--- src/rtl/modo_pratica_unidade_controle.sv ---
// Moore control FSM for the practice-mode memory game: sequences the show/play phases and tracks errors and score.
// Outputs decode the registered state (no input-to-output path); tentativas/pontos update on entry into their states.
module modo_pratica_unidade_controle #(
  parameter int MAX_TENTATIVAS = 3,
  parameter int W_TENT         = 2,
  parameter int W_PONTOS       = 8
) (
  input  logic                clock,
  input  logic                reset,
  input  logic                iniciar,
  input  logic [1:0]          modo,
  input  logic                fimTF,
  input  logic                fimCR,
  input  logic                enderecoIgualRodada,
  input  logic                nota_feita,
  input  logic                nota_correta,
  input  logic                tempo_correto,
  input  logic                tempo_correto_baixo,
  input  logic                fimTempo,
  input  logic                tentar_dnv_rep,
  input  logic                tentar_dnv,
  input  logic                apresenta_ultima,
  output logic                zeraC,
  output logic                contaC,
  output logic                zeraTF,
  output logic                contaTF,
  output logic                zeraCR,
  output logic                contaCR,
  output logic                zeraTempo,
  output logic                contaTempo,
  output logic                zeraR,
  output logic                registraR,
  output logic                toca,
  output logic                leds_mem,
  output logic                vez_jogador,
  output logic                ganhou,
  output logic                perdeu,
  output logic                fim_jogo,
  output logic [W_TENT-1:0]   tentativas,
  output logic [W_PONTOS-1:0] pontos,
  output logic [4:0]          db_estado
);

  typedef enum logic [4:0] {
    INICIAL        = 5'h00,
    INICIALIZA     = 5'h01,
    INICIO_RODADA  = 5'h02,
    MOSTRA         = 5'h03,
    ESPERA_MOSTRA  = 5'h04,
    MOSTRA_PROXIMO = 5'h05,
    INICIO_NOTA    = 5'h06,
    ESPERA_NOTA    = 5'h07,
    COMPARA        = 5'h09,
    ACERTOU        = 5'h0A,
    PROXIMA_NOTA   = 5'h0B,
    APAGA_MOSTRA   = 5'h0D,
    PROXIMA_RODADA = 5'h13,
    ERROU          = 5'h14,
    TOCA_NOTA      = 5'h17,
    ESPERA_MOSTRA2 = 5'h18,
    FIM_JOGO       = 5'h1A
  } estado_t;

  localparam logic [W_TENT-1:0] MAX_T = W_TENT'(MAX_TENTATIVAS);

  estado_t    estado, proximo;
  logic [1:0] modo_reg;
  logic       esgotou;
  logic       entra;

  // Mode 3 behaves like strict mode, so bit 1 alone flags "strict".
  assign esgotou = modo_reg[1] | ((modo_reg == 2'd1) && (tentativas >= MAX_T));
  assign entra   = (proximo != estado);

  always_comb begin
    proximo = estado;
    case (estado)
      INICIAL:        if (iniciar) proximo = INICIALIZA;
      INICIALIZA:     proximo = INICIO_RODADA;
      INICIO_RODADA:  if (fimTF) proximo = MOSTRA;
      MOSTRA:         proximo = ESPERA_MOSTRA;
      ESPERA_MOSTRA:  if (tempo_correto_baixo)
                        proximo = enderecoIgualRodada ? INICIO_NOTA : APAGA_MOSTRA;
      APAGA_MOSTRA:   if (fimTF) proximo = MOSTRA_PROXIMO;
      MOSTRA_PROXIMO: proximo = MOSTRA;
      INICIO_NOTA:    proximo = ESPERA_NOTA;
      ESPERA_NOTA:    if (fimTempo) proximo = ERROU;
                      else if (nota_feita) proximo = TOCA_NOTA;
      TOCA_NOTA:      if (!nota_feita) proximo = COMPARA;
      COMPARA:        if (!nota_correta || !tempo_correto) proximo = ERROU;
                      else if (enderecoIgualRodada) proximo = fimCR ? ACERTOU : PROXIMA_RODADA;
                      else proximo = PROXIMA_NOTA;
      PROXIMA_NOTA:   proximo = ESPERA_NOTA;
      PROXIMA_RODADA: proximo = INICIO_RODADA;
      ERROU:          if (esgotou) proximo = FIM_JOGO;
                      else if (tentar_dnv_rep) proximo = INICIO_RODADA;
                      else if (tentar_dnv) proximo = INICIO_NOTA;
                      else if (apresenta_ultima) proximo = ESPERA_MOSTRA2;
      ESPERA_MOSTRA2: if (tempo_correto_baixo) proximo = ESPERA_NOTA;
      ACERTOU,
      FIM_JOGO:       if (iniciar) proximo = INICIALIZA;
      default:        proximo = INICIAL;
    endcase
  end

  // Counters act on the transition so ERROU already sees the updated error count.
  always_ff @(posedge clock or negedge reset) begin
    if (!reset) begin
      estado     <= INICIAL;
      modo_reg   <= 2'd0;
      tentativas <= '0;
      pontos     <= '0;
    end else begin
      estado <= proximo;
      if (estado == INICIALIZA) modo_reg <= modo;

      if (entra && (proximo == INICIALIZA || proximo == PROXIMA_RODADA))
        tentativas <= '0;
      else if (entra && proximo == ERROU && tentativas != '1)
        tentativas <= tentativas + 1'b1;

      if (entra && proximo == INICIALIZA)
        pontos <= '0;
      else if (entra && (proximo == PROXIMA_RODADA || proximo == ACERTOU) && pontos != '1)
        pontos <= pontos + 1'b1;
    end
  end

  assign zeraR       = (estado == INICIAL);
  assign zeraCR      = (estado == INICIALIZA);
  assign zeraC       = (estado == INICIO_NOTA) || (estado == INICIO_RODADA);
  assign zeraTempo   = (estado == PROXIMA_NOTA) || (estado == INICIO_NOTA) ||
                       (estado == INICIALIZA) || (estado == ERROU);
  assign zeraTF      = (estado == MOSTRA) || (estado == INICIALIZA) || (estado == INICIO_NOTA);
  assign contaTF     = (estado == APAGA_MOSTRA) || (estado == INICIO_RODADA);
  assign contaC      = (estado == MOSTRA_PROXIMO) || (estado == PROXIMA_NOTA);
  assign vez_jogador = (estado == ESPERA_NOTA);
  assign contaTempo  = vez_jogador;
  assign registraR   = (estado == TOCA_NOTA);
  assign contaCR     = (estado == PROXIMA_RODADA);
  assign ganhou      = (estado == ACERTOU);
  assign fim_jogo    = (estado == FIM_JOGO);
  assign perdeu      = (estado == ERROU) || fim_jogo;
  assign leds_mem    = (estado == ESPERA_MOSTRA) || (estado == ESPERA_MOSTRA2);
  assign toca        = leds_mem || registraR;
  assign db_estado   = estado;

endmodule

--- config.mk ---
export PLATFORM = sky130hd
export DESIGN_NAME = modo_pratica_unidade_controle
export DESIGN_NICKNAME = d
export VERILOG_FILES = /design/src/rtl/modo_pratica_unidade_controle.sv
export SDC_FILE = /design/constraint.sdc
export NUM_CORES = 1
export LEC_CHECK = 0
export CAP_MARGIN = 25
export CORE_UTILIZATION = 30
export CTS_BUF_LIST = sky130_fd_sc_hd__clkbuf_2
export DETAILED_ROUTE_END_ITERATION = 8
export GPL_TIMING_DRIVEN = 0
export PLACE_DENSITY = 0.6
export SYNTH_ARGS = -nofsm -noshare
export SYNTH_HDL_FRONTEND = slang
export SYNTH_SLANG_ARGS = --single-unit
--- constraint.sdc ---
create_clock -name clock -period 2.9 [get_ports clock]
set_clock_uncertainty 0.15 [all_clocks]
set_input_delay 0.725 -clock clock [delete_from_list [all_inputs] [get_ports clock]]
set_output_delay 0.725 -clock clock [all_outputs]
set_load 0.01 [all_outputs]
======== Yosys cells after proc, flatten, opt, wreduce, memory -nomap -nowiden ========
Cells that the tools add are included.
cells by class
  add/subtract/negate cells ............... 2
  $lt $le $gt $ge ......................... 1
  equality and inequality tests ........... 24
  multiplexer cells ....................... 21
  bitwise operators ....................... 1
  reductions and logical operators ........ 29
operator list
  cell                                           number
  2-to-1 mux 5 bit                               15
  case mux 5 bit (13 select lines)               1
  == test 5 bit, second input constant           7
  == test 5 x 4 -> 1 bit, second input constant  5
  == test 5 x 3 -> 1 bit, second input constant  4
  2-to-1 mux 8 bit                               2
  logical OR 1 bit                               14
  == test 5 x 1 -> 1 bit, second input constant  2
  == test 5 x 2 -> 1 bit, second input constant  2
  adder 8 x 1 -> 8 bit, second input constant    1
  inequality test 8 bit, second input constant   1
  logical AND 1 bit                              7
  zero test 5 bit                                1
  inequality test 5 bit                          1
  2-to-1 mux 2 bit                               2
  2-to-1 mux 4 bit                               1
  nonzero test 2 bit                             2
  OR reduction 2 bit                             2
  OR reduction 3 bit                             1
  adder 2 x 1 -> 2 bit, second input constant    1
  == test 2 x 1 -> 1 bit, second input constant  1
  >= comparator 2 bit, second input constant     1
  zero test 1 bit                                2
  inequality test 2 bit, second input constant   1
  OR 1 bit                                       1
word-level totals
  register bits after elaboration ......... 17
  input port bits ......................... 16
  output and inout bits ................... 31

======== Depth between registers and ports, before layout ========
  depth after elaboration ................. 11
  mapped depth ............................ 11

======== Worst setup path after synthesis ========
OpenSTA, ideal clock, no wires.
  kind .................................... flip-flop to flip-flop
  from .................................... reg tentativas[0]
  to ...................................... reg pontos[3]
  arrival time ............................ 2.459 ns
  required time ........................... 2.646 ns
  setup slack ............................. 0.187 ns
  cell stages (with the launch flop) ...... 11
  buffers on the path ..................... 1
  period minus slack after synthesis ...... 2.713 ns
  cells stage by stage .................... dfrtp_1 ha_1 a21o_1 o311ai_0 a21oi_1 nor3_4 xnor2_1 nor4_4 or2_1 buf_6 o41ai_2
between the ends
  longest elaborated chain between the ends .. 10
ends and longest elaborated chain
  element                                                  RTL line  source
  start: declaration                                       39        output logic [W_TENT-1:0] tentativas,
  start signal: assignment                                 120       tentativas <= tentativas + 1'b1;
  >= comparator 2 bit *                                    72        assign esgotou = modo_reg[1] | ((modo_reg == 2'd1) && (tentativas >= MAX_T));
  logical AND 1 bit *                                      72
  OR 1 bit *                                               72
  2-to-1 mux 5 bit *                                       95        ERROU: if (esgotou) proximo = FIM_JOGO;
  case mux 5 bit (13 select lines) *                       77        case (estado)
  == test 5 bit or == test 5 x 4 -> 1 bit (tied branches)  124       else if (entra && (proximo == PROXIMA_RODADA || proximo == ACERTOU) && pontos != '1)
  logical OR 1 bit                                         124
  logical AND 1 bit (2 in a row)                           124
  nonzero test 2 bit (no source line)                      -
  end signal: assignment                                   125       pontos <= pontos + 1'b1;
  end: declaration                                         40        output logic [W_PONTOS-1:0] pontos,
Mark *: on every way between the ends. The rest lies on a longest branch, timed or not.
A chain may end at the register's enable or synchronous reset.

======== Final worst setup path ========
  from .................................... in nota_feita
  to ...................................... reg tentativas[1]
between the ends
  longest elaborated chain between the ends .. 7
ends and longest elaborated chain
  element                                                 RTL line  source
  start: declaration                                      15        input logic nota_feita,
  2-to-1 mux 5 bit                                        88        else if (nota_feita) proximo = TOCA_NOTA;
  2-to-1 mux 5 bit                                        87        ESPERA_NOTA: if (fimTempo) proximo = ERROU;
  case mux 5 bit (13 select lines) *                      77
  net proximo[2]                                          66        estado_t estado, proximo;
  == test 5 x 1 -> 1 bit, or another cell as far along    117       if (entra && (proximo == INICIALIZA || proximo == PROXIMA_RODADA))
  logical OR 1 bit or logical AND 1 bit (tied branches)   117, 119
  logical AND 1 bit, on equally long branches             117, 119
  2-to-1 mux 2 bit or nonzero test 2 bit (tied branches)  -
The timed path passes the listed nets; every way through them passes the cells marked *.

==> impl_metrics.env <==
export IMPL_yosys_top_cells_count="dfrtp_1, inv_1, nor2_1"
export IMPL_start_util_pct=31.7
export IMPL_wirelength_um=6130
export IMPL_n_antenna_cell=0
export IMPL_cts_sinks=17
export IMPL_yosys_register_bits=17
export IMPL_dp_hpwl_um=4340
export IMPL_maxCapViolCount=0
export IMPL_relSlewSlack_pct=48.8
export IMPL_cp_slowest_stage_delay_ns=0.64
export IMPL_async_flop_share_pct=100
export IMPL_final_cells=355
export IMPL_largest_register_ffs=8
export IMPL_regMostFlops="pontos"
export IMPL_rows=27
export IMPL_synthTopCellsByArea="dfrtp_1, o41ai_2, a21oi_1, nor3_1, inv_1"
export IMPL_drtPass1Iterations=5
export IMPL_synthDominantCellAreaShare_pct=23.9
export IMPL_ctsRootBufferMaster="clkbuf_2"
export IMPL_worstSkewPairLatency_ns=0.31
export IMPL_synthFlopType="dfrtp_1"
export IMPL_drive_gt1_share_pct=30.0
export IMPL_finalCriticalPeriod_ns=2.94
export IMPL_min_period_over_period_pct=101
export IMPL_reg2reg_slack_ns=-0.03
export IMPL_cts_tree="done"
export IMPL_die_x_um=79.0
export IMPL_first_iter_violations=215
export IMPL_critPathMaxFanout=5
export IMPL_netlist_instances=214
export IMPL_drc=0
export IMPL_tightest_slew_ns=0.765
export IMPL_status="complete, but fails checks"
export IMPL_peakVddDrop_mv=0.564
export IMPL_rsz0062_at_grt="yes"
export IMPL_synth_distinct_cells=67
export IMPL_die_area_um2=6240
export IMPL_cp_required_ns=2.94
export IMPL_path_buf_inv=1
export IMPL_cts_buffers=3
export IMPL_crit_chain="clkdlybuf4s50_1, nand2_1, o22ai_2, a21oi_1, o211ai_1, nor2_1, a31oi_1, a211o_1, mux2_1"
export IMPL_syn_area_per_cell_um2=8.31
export IMPL_fin_ws_ns=-0.0398
export IMPL_hold_viol_final=0
export IMPL_power_density_nw_per_um2=1050
export IMPL_via_count=2091
export IMPL_area_growth_pct=49.9
export IMPL_worstSetupPathType="in -> reg"
export IMPL_grt_antenna_before_repair=0
export IMPL_grt_total_usage_pct=19.3
export IMPL_power_leakage_uw=0.00130
export IMPL_power_uw=2810
export IMPL_yosysMostFrequentCell="dfrtp_1"
export IMPL_worstPathArrival_ns=2.98
export IMPL_slew_violations=0
export IMPL_port_buffers=46
export IMPL_place_gp_congestion=0.932
export IMPL_ctsHoldBuffers=0
export IMPL_die_height_um=79.0
export IMPL_cpLargestDelayFamily="compound AO/OA/AOI/OAI gates"
export IMPL_rr_endpoint="tentativas[1]"
export IMPL_ys_warn_count=0
export IMPL_clockBufferDepth=2
export IMPL_synth_edff_count=0
export IMPL_cp_end_kind="register"
export IMPL_ys_seq_area_share_pct=23.9
export IMPL_first_global_vias=1877
export IMPL_min_path_cells=1
export IMPL_vias_per_cell=5.89
export IMPL_min_from="modo_reg[0]"
export IMPL_setup_viol=2
export IMPL_core_area_um2=5610
export IMPL_nets=302
export IMPL_path_clk_slew_ns=0.16
export IMPL_ios=47
export IMPL_grt_max_degree=18
export IMPL_wire_per_inst_um=17.3
export IMPL_r2r_cells=10
export IMPL_rr_startpoint="db_estado[0]"
export IMPL_violations="setup timing"
export IMPL_cp_start_kind="input port"
export IMPL_fill_cells=571
export IMPL_ant_nets=0
export IMPL_hold_end="modo_reg[0]"
export IMPL_syn_nets=232
export IMPL_cts_max_level=1
export IMPL_grt_pass1_wl_um=9560
export IMPL_netlist_area_um2=1780
export IMPL_max_freq_mhz=340
export IMPL_crit_slowest_cell="clkdlybuf4s50_1"
export IMPL_post_synth_top_area_cell="dfrtp_1"
export IMPL_placedCellCount=332
export IMPL_utilization_pct=47.5
export IMPL_min_path_type="reg -> reg"
export IMPL_globalRouteOverflowTotal=0
==> logic make-up after synthesis <==
logic type / synth area share [%]
xor+xnor: 0.985
buf+inv: 9.14
simple gates: 32.8
fa+ha+maj: 1.41
mux: 4.22
flops: 23.9
compound gates: 27.6
==> area by class of cell <==
| cell class | count | area [µm²] | share of cell area [%] |
|---|---|---|---|
| inverter | 16 | 60.1 | 2.25 |
| clock inverter | 1 | 7.51 | 0.282 |
| sequential | 17 | 428 | 16.0 |
| tap | 72 | 90.1 | 3.38 |
| clock buffer | 3 | 15.0 | 0.563 |
| multi-input combinational | 167 | 1330 | 49.9 |
| timing repair buffer | 65 | 607 | 22.8 |
| buffer | 14 | 129 | 4.83 |
==> report_power, final <==
| group | internal [µW] | switching [µW] |
|---|---|---|
| combinational | 1100 | 1190 |
| clock | 32.2 | 80.7 |
| sequential | 324 | 86.8 |
==> cells in the final DEF, fill, tap and decap left out, types with 3 or more instances in the layout <==
cell,n
nor4_2,3
mux2i_1,3
nand3b_1,3
buf_6,6
a21o_1,3
dfrtp_1,15
and3_1,3
nor2_1,10
nor3_1,10
o21ai_0,3
nand4_1,4
buf_4,23
o22ai_1,3
inv_2,3
a31oi_1,6
nor2b_2,3
dlygate4sd2_1,7
nor2b_1,4
a211o_1,3
nand2_1,8
o41ai_2,4
dlymetal6s2s_1,8
clkbuf_2,4
inv_1,13
a21oi_1,12
nand3_1,8
clkdlybuf4s50_1,29
o31ai_1,6
==> worst max path at each step <==
stage	slack [ns]	startpoint	depth (start not counted)	to
global route	-0.12	tentativas[0]	11	pontos[7]
global placement	-0.64	fimTempo	10	pontos[5]
finish	-0.04	nota_feita	9	tentativas[1]
floorplan	0.19	tentativas[0]	10	pontos[3]
detailed placement	-0.61	fimTempo	10	pontos[7]
CTS	-0.009	db_estado[0]	10	tentativas[1]
==> worst reg2reg max path: stages (launching register included) <==
cell and delay, ns:
dfrtp_1 0.45, buf_6 0.16, buf_6 0.15, or3_4 0.37, o22ai_2 0.17, a21oi_1 0.09, o211ai_1 0.42, nor2_1 0.11
a31oi_1 0.18, a211o_1 0.21, mux2_1 0.34
==> stage by stage <==
| stage | hold WS, ns | worst slack, ns | setup TNS (ns) | area, µm² |
|---|---|---|---|---|
| 2_1_floorplan | 0.279 | 0.187 | 0 | 1780 |
| 3_3_place_gp | 0.342 | -0.644 | -5.49 | 2330 |
| 3_5_place_dp | 0.347 | -0.606 | -5.25 | 2330 |
| 4_1_cts | 0.383 | -0.00930 | -0.0152 | 2490 |
| 5_1_grt | 0.413 | -0.122 | -0.525 | 2670 |
| 6_report | 0.382 | -0.0398 | -0.0512 | 2670 |
==> repair_timing <==
item / in CTS / in global routing
endpoints found under the hold margin: 0 / 0
pin swaps: 4 / 9
setup buffers: 8 / 10
gates cloned: 0 / 1
resized for setup: 33 / 34
endpoints found under the setup margin: 22 / 20
==> per-layer routing <==
layer | track usage (%) | wire, µm | share of wire (%) | up-vias
met1 | 25.2 | 2600 | 42 | 982
met5 | 0 | 0 | 0 | -
met4 | 6.36 | 194 | 3.2 | 0
li1 | - | - | - | 960
met2 | 32.3 | 2870 | 47 | 121
met3 | 2.76 | 474 | 7.7 | 28
Power figures use the tool's default switching activity.
